===== config.mk =====
export PLATFORM = sky130hd
export DESIGN_NAME = cpu_control_fsm
export DESIGN_NICKNAME = d
export VERILOG_FILES = /design/src/rtl/cpu_control_fsm.sv
export SDC_FILE = /design/constraint.sdc
export NUM_CORES = 1
export LEC_CHECK = 0
export CAP_MARGIN = 40
export CELL_PAD_IN_SITES_DETAIL_PLACEMENT = 0
export CELL_PAD_IN_SITES_GLOBAL_PLACEMENT = 2
export CORE_MARGIN = 4
export CORE_UTILIZATION = 31
export CTS_BUF_LIST = sky130_fd_sc_hd__clkbuf_8 sky130_fd_sc_hd__clkbuf_16
export DETAILED_ROUTE_END_ITERATION = 12
export GPL_ROUTABILITY_DRIVEN = 1
export PLACE_DENSITY = 0.82
export SYNTH_ARGS = -nofsm -noshare
export SYNTH_HDL_FRONTEND = slang
export SYNTH_SLANG_ARGS = --single-unit

===== constraint.sdc =====
create_clock -name clk -period 2.6 [get_ports clk]
set_clock_uncertainty 0.1 [all_clocks]
set_input_delay 0.52 -clock clk [delete_from_list [all_inputs] [get_ports clk]]
set_output_delay 0.52 -clock clk [all_outputs]
set_load 0.02 [all_outputs]

===== src/rtl/cpu_control_fsm.sv =====
// Multi-cycle instruction sequencer: fetch -> decode -> execute -> memory -> writeback.
// State and counters are registered; strobes decode from state, the latched op and the acks.
module cpu_control_fsm #(
  parameter int MEM_TIMEOUT = 16,
  parameter int CNT_W       = 32
) (
  input  logic             clk,
  input  logic             rst_n,
  input  logic             start,
  input  logic             halt,
  input  logic             imem_ack,
  input  logic             dmem_ack,
  input  logic [10:0]      ALUCtl_code,
  input  logic             execute_flag,
  input  logic             cpsr_enable,
  output logic             imem_req,
  output logic             ir_write,
  output logic             dmem_req,
  output logic             dmem_we,
  output logic             alu_enable,
  output logic             cpsr_write,
  output logic             reg_write,
  output logic             wb_sel,
  output logic             link_write,
  output logic             pc_write,
  output logic             pc_src,
  output logic             instr_done,
  output logic             illegal_op,
  output logic             mem_error,
  output logic             busy,
  output logic [CNT_W-1:0] instr_count,
  output logic [2:0]       state
);

  localparam int TW = $clog2(MEM_TIMEOUT + 1);

  typedef enum logic [2:0] {
    S_IDLE      = 3'd0,
    S_FETCH     = 3'd1,
    S_DECODE    = 3'd2,
    S_EXECUTE   = 3'd3,
    S_MEMORY    = 3'd4,
    S_WRITEBACK = 3'd5
  } state_t;

  state_t           state_reg;
  state_t           state_next;
  logic [10:0]      op_reg;
  logic             cpsr_en_reg;
  logic [TW-1:0]    timer_reg;
  logic [CNT_W-1:0] count_reg;
  logic             retire;

  logic is_dp, is_cmp, is_b, is_bl, is_ldr, is_str;

  always_comb begin
    is_dp  = 1'b0;
    is_cmp = 1'b0;
    unique case (op_reg)
      11'd0, 11'd2, 11'd3, 11'd4, 11'd5, 11'd6, 11'd7, 11'd11: is_dp  = 1'b1;
      11'd8, 11'd9, 11'd10, 11'd13:                          is_cmp = 1'b1;
      default: ;
    endcase
  end

  assign is_b   = (op_reg == 11'd31);
  assign is_bl  = (op_reg == 11'd32);
  assign is_ldr = (op_reg == 11'd41);
  assign is_str = (op_reg == 11'd42);

  always_comb begin
    imem_req   = 1'b0;
    ir_write   = 1'b0;
    dmem_req   = 1'b0;
    dmem_we    = 1'b0;
    alu_enable = 1'b0;
    cpsr_write = 1'b0;
    reg_write  = 1'b0;
    wb_sel     = 1'b0;
    link_write = 1'b0;
    pc_write   = 1'b0;
    pc_src     = 1'b0;
    instr_done = 1'b0;
    illegal_op = 1'b0;
    mem_error  = 1'b0;
    retire     = 1'b0;
    state_next = state_reg;

    case (state_reg)
      S_IDLE: begin
        if (start && !halt) state_next = S_FETCH;
      end
      S_FETCH: begin
        imem_req = 1'b1;
        if (imem_ack) begin
          ir_write   = 1'b1;
          state_next = S_DECODE;
        end
      end
      S_DECODE: begin
        // Condition decided on the live decoder output, not the latched copy
        if (!execute_flag) retire = 1'b1;
        else               state_next = S_EXECUTE;
      end
      S_EXECUTE: begin
        alu_enable = 1'b1;
        if (is_dp) begin
          cpsr_write = cpsr_en_reg;
          state_next = S_WRITEBACK;
        end else if (is_cmp) begin
          cpsr_write = 1'b1;
          retire     = 1'b1;
        end else if (is_b || is_bl) begin
          pc_src     = 1'b1;
          link_write = is_bl;
          retire     = 1'b1;
        end else if (is_ldr || is_str) begin
          state_next = S_MEMORY;
        end else begin
          illegal_op = 1'b1;
          retire     = 1'b1;
        end
      end
      S_MEMORY: begin
        dmem_req = 1'b1;
        dmem_we  = is_str;
        if (dmem_ack) begin
          if (is_ldr) state_next = S_WRITEBACK;
          else        retire     = 1'b1;
        end else if (timer_reg <= TW'(1)) begin
          // Final wait cycle: abort without retiring
          mem_error  = 1'b1;
          state_next = S_IDLE;
        end
      end
      S_WRITEBACK: begin
        reg_write = 1'b1;
        wb_sel    = is_ldr;
        retire    = 1'b1;
      end
      default: state_next = S_IDLE;
    endcase

    if (retire) begin
      instr_done = 1'b1;
      pc_write   = 1'b1;
      state_next = halt ? S_IDLE : S_FETCH;
    end
  end

  always_ff @(posedge clk or negedge rst_n) begin
    if (!rst_n) begin
      state_reg   <= S_IDLE;
      op_reg      <= '0;
      cpsr_en_reg <= 1'b0;
      timer_reg   <= '0;
      count_reg   <= '0;
    end else begin
      state_reg <= state_next;
      if (state_reg == S_DECODE) begin
        op_reg      <= ALUCtl_code;
        cpsr_en_reg <= cpsr_enable;
      end
      if (state_reg == S_EXECUTE)
        timer_reg <= TW'(MEM_TIMEOUT);
      else if (state_reg == S_MEMORY && !dmem_ack && timer_reg != '0)
        timer_reg <= timer_reg - TW'(1);
      if (retire) count_reg <= count_reg + CNT_W'(1);
    end
  end

  assign state       = state_reg;
  assign busy        = (state_reg != S_IDLE);
  assign instr_count = count_reg;

endmodule


* Word-level counts from Yosys, hierarchy flattened
Index checks and enable logic that the tools add are counted.
Word-level totals: bits in latches 0, ROM bits 0, RAM bits 0, output and inout bits 50, word-level logic and storage cells 104, memories 0, register bits after elaboration 52
Cells by class: $mul 0, reductions and logical operators 15, divide/modulo/power cells 0, magnitude comparators 1, mux-type cells 52, eq/ne operators 29, add/sub/neg operators 2, shift operators 0, bitwise operators 0
Operator list (count):
- $eq A11 B4 Y1 const B | 5
- $eq A11 B3 Y1 const B | 4
- $mux W1 | 37
- $eq A11 B6 Y1 const B | 3
- $mux W3 | 11
- $add A32 B1 Y32 const B | 1
- $eq A11 B2 Y1 const B | 2
- $ne A4 B4 Y1 const B | 5
- $pmux W3 S6 | 1
- $eq A11 B5 Y1 const B | 1
- $logic_not A11 Y1 | 1
- $mux W5 | 2
- $ne A3 B3 Y1 const B | 3
- $reduce_and A9 Y1 | 1
- $reduce_or A8 Y1 | 1
- $eq A3 B2 Y1 const B | 2
- $eq A3 B3 Y1 const B | 2
- $le A5 B1 Y1 const B | 1
- $reduce_bool A5 Y1 | 1
- $sub A5 B1 Y5 const B | 1
- $pmux W1 S4 | 1
- $reduce_or A4 Y1 | 1
- $eq A3 B1 Y1 const B | 1
- $logic_and A1 B1 Y1 | 3
- other kinds (6) | 8

* Longest topological paths before layout
depth in word-level cells 9, gate-level depth with buffers 9

* Worst setup path before layout
No wires, ideal clock.
path type register to output, from register state_reg[1] (netlist: state[1]), to output pc_write, arrival time 1.853 ns, data required time 1.980 ns, path slack 0.127 ns, stages on the path, launching flop included 9, path through dfrtp_1 > buf_2 > nor2b_1 > nand2_1 > inv_1 > a221o_1 > buf_6 > buf_6 > buf_4
Between the ends: cells in the longest elaborated chain, start to end 3
RTL lines:
- from (decl) | RTL line 46 | state_t state_reg;
- from (signal assigned) | RTL line 159 | state_reg <= state_next;
- $eq A3 B3 Y1 / $eq A3 B2 Y1 (equally long branches) | RTL line 89 | case (state_reg)
- $pmux W1 S4 * | RTL line 89
- $mux W1 *
- to (decl) | RTL line 25 | output logic pc_write,
Mark *: on every way between the ends. The rest lies on a longest branch, timed or not.

* Final worst setup path
from register op_reg[6], to output cpsr_write
Between the ends: cells in the longest elaborated chain, start to end 6
RTL lines:
- from (decl) | RTL line 48 | logic [10:0] op_reg;
- from (signal assigned) | RTL line 161 | op_reg <= ALUCtl_code;
- $eq A11 B4 Y1 | RTL line 59 | unique case (op_reg)
- $reduce_or A4 Y1 | RTL line 59
- $mux W1 | RTL line 59
- $mux W1 | RTL line 110 | end else if (is_cmp) begin
- $mux W1 * | RTL line 107 | if (is_dp) begin
- $mux W1 * | RTL line 89
- to (decl) | RTL line 21 | output logic cpsr_write,
Marks and branches as above.

==> metrics <==
Port Buffer Count 68; Top FF cell, synth dfrtp_1; Worst VDD drop 368 uV; CP max-delay cell or4_4; Final min period 2.67 ns; Final Instance Area 0.00408 mm2; DRT Wirelength 7.39 mm; Filler Cell Count 901; Sink Count 52; top cell family by delay on the critical path simple AND/OR/NAND/NOR gates; Power Dens Cells 792 mW/mm2; vias in the first global route 2529; hpwl dp about 5.3 mm; fin util 44.6%; placed inst area 0.00385 mm2; Clk Latency, worst-skew pair 0.31 ns; EDFF count, synth 0; clk root buf clkbuf_8; max reg flops 32; Startpoint Class flop; worst slew pin tran 0.739 ns; RSZ-0062 raised after global routing yes; area of the multi-input gates 0.00151 mm2; DIE AREA 0.0110 mm2; Area Growth Syn to Fin 40.6%; Die X ~100 um; Worst EP required 1.98 ns; CP arrival 2.05 ns; CTS tree done; row cnt 35; Worst Hold Slack 0.375 ns; GRT Total Usage 14.0%; detail-routed via count per cell 4.96; Fin. Hold Viols 0; placer congestion estimate 0.824; register area 0.00130 mm2; wire per inst 15.3 um; global route overflow 0; Area contributors post-synth dfrtp_1 (45%), xnor2_1 (9.7%), mux2_2 (4.7%); top cells by count, synth dfrtp_1 (52), xnor2_1 (32), nand2_1 (19); Synth area leader dfrtp_1; # IOs 69; most common cell in the netlist dfrtp_1; DR DRC count 0; post-synthesis sequential area ratio 44.9%; Post-synth ARST share 100%; CP Max Fanout 3; CP cell instances or4_4 > nor2_4 > o2111a_2 > nand2_1 > a21oi_1 > buf_4; Final Net Count between 300 and 400; syn_nets 294; Chip Height 105 um; Ys Warns 0; CTS Buffer Depth 2; Leak Pwr between 1.5 and 2 nW; crit share post-route 103%; Max Freq 375 MHz; initial core utilization 31.7%; Inserted Diodes 0; initial antenna violation count 0; synthesized cell area 0.00290 mm2; Critical Path Max Stage Delay between 0.5 and 0.6 ns; WP buf/inv 1; post-route antenna net violation count 0; critical path class flop to output port; Reg clk slew, reported paths 0.11 ns; Syn Area/Cell approximately 11 um2; area share of the largest cell type after synthesis between 40% and 50%; core box area about 0.009 mm2; # setup viols final 6; total iterations of the first detailed-routing run 4; # Max-Cap Violations 0; status finished with violations; cells after synthesis between 200 and 300; largest net degree at the start of global routing 34; CTS HTree Levels 2; headroom to the max-slew limit 50.8%; 1st-iter DRT viols 23; final worst slack -0.0698 ns; register bit count reported by yosys 52; Slew Viols, Final 0; first-pass GRT wire length approximately 13 mm; vias post-DR 2396; min-delay worst type flop to flop; layout cell share with drive strength beyond 1 27.2%; CTS buffer count 5; Synth cell types 51; failing checks setup timing; Setup crit end kind output port
[stage by stage]
step / setup TNS, ns / setup slack [ns] / cells / total power [W]
global route: -0.913 / -0.162 / 483 / 0.00346
detailed placement: -0.917 / -0.192 / 468 / 0.00257
global placement: -0.689 / -0.169 / 468 / 0.00255
floorplan: 0 / 0.127 / 271 / 0.00202
CTS: -0.266 / -0.0701 / 483 / 0.00323
finish: -0.178 / -0.0698 / 483 / 0.00323
[cell families (layout without fill, tap and decap cells)]
family	Yosys count	count (layout)	synth area share (%)
buffers and inverters	26	127	5.18
muxes	13	13	5.00
adders and majority gates	4	4	1.73
DFF	52	52	44.9
and+or+nand+nor	114	114	25.9
AOI/OAI and AO/OA	26	26	6.47
xor gates and xnor gates	36	36	10.9
[cell usage in the layout (no fill, tap or decap), types with 3 or more instances in the layout]
master / Yosys / routed
and3_1: 12 / 12
nor2b_1: 4 / 4
clkbuf_8: 0 / 5
and4_1: 3 / 3
buf_6: 5 / 5
dfrtp_1: 52 / 52
xor2_1: 4 / 4
and2_1: 4 / 4
nand4_1: 12 / 12
nand4b_1: 3 / 3
nor2_1: 15 / 14
clkdlybuf4s50_1: 0 / 56
nor3_1: 8 / 6
buf_2: 3 / 5
inv_1: 11 / 10
xnor2_1: 32 / 32
nand2b_1: 3 / 3
buf_4: 3 / 38
a21o_1: 3 / 3
a21oi_1: 7 / 7
mux2_2: 12 / 12
nand4_2: 8 / 8
ha_1: 4 / 4
nand2_1: 19 / 17
nand3_2: 10 / 10
[metal layers]
layer | vias to the layer above | track usage [%] | share of wire [%]
met5 | - | 0 | 0
met3 | 8 | 3.46 | 3.7
li1 | 1159 | - | -
met2 | 49 | 21.6 | 45
met4 | 0 | 3.47 | 1.3
met1 | 1180 | 19.8 | 50
[area by class of cell]
type	count	share of cell area [%]
Clock buffer	5	1.69
Clock inverter	3	1.14
Inverter	11	1.01
Multi-Input combinational cell	193	37.1
Sequential cell	52	31.9
Tap cell	111	3.41
Timing Repair Buffer	108	23.7
[path summary, 6_finish.rpt]
path / start / to / slack (ns) / cells after the start
max: op_reg[6] / cpsr_write / -0.07 / 6
min: instr_count[31] / instr_count[31] / 0.37 / 1
max reg2reg: op_reg[0] / instr_count[1] / 0.21 / 6
min reg2reg: instr_count[31] / instr_count[31] / 0.37 / 1
max in group asynchronous: rst_n / op_reg[1] / 1.34 / 3
min in group asynchronous: rst_n / instr_count[26] / 0.46 / 2
[power breakdown]
group	total, W	switching, W	leakage (nW)	internal, W
combinational	0.00146	0.000765	1.10	0.000699
sequential	0.00119	0.000217	0.684	0.000972
clock	0.000578	0.000287	0.0548	0.000291
[repair_timing]
| item | 4_1_cts | 5_1_grt |
|---|---|---|
| hold buffers | 1 | 0 |
| pin swaps | 5 | 6 |
| cloned | 0 | 0 |
| buffers inserted | 6 | 1 |
| endpoints found under the hold margin | 6 | 0 |
| endpoints found under the setup margin | 10 | 9 |
| gates resized for setup | 46 | 16 |
No activity file was read; power rests on OpenSTA's default activity.
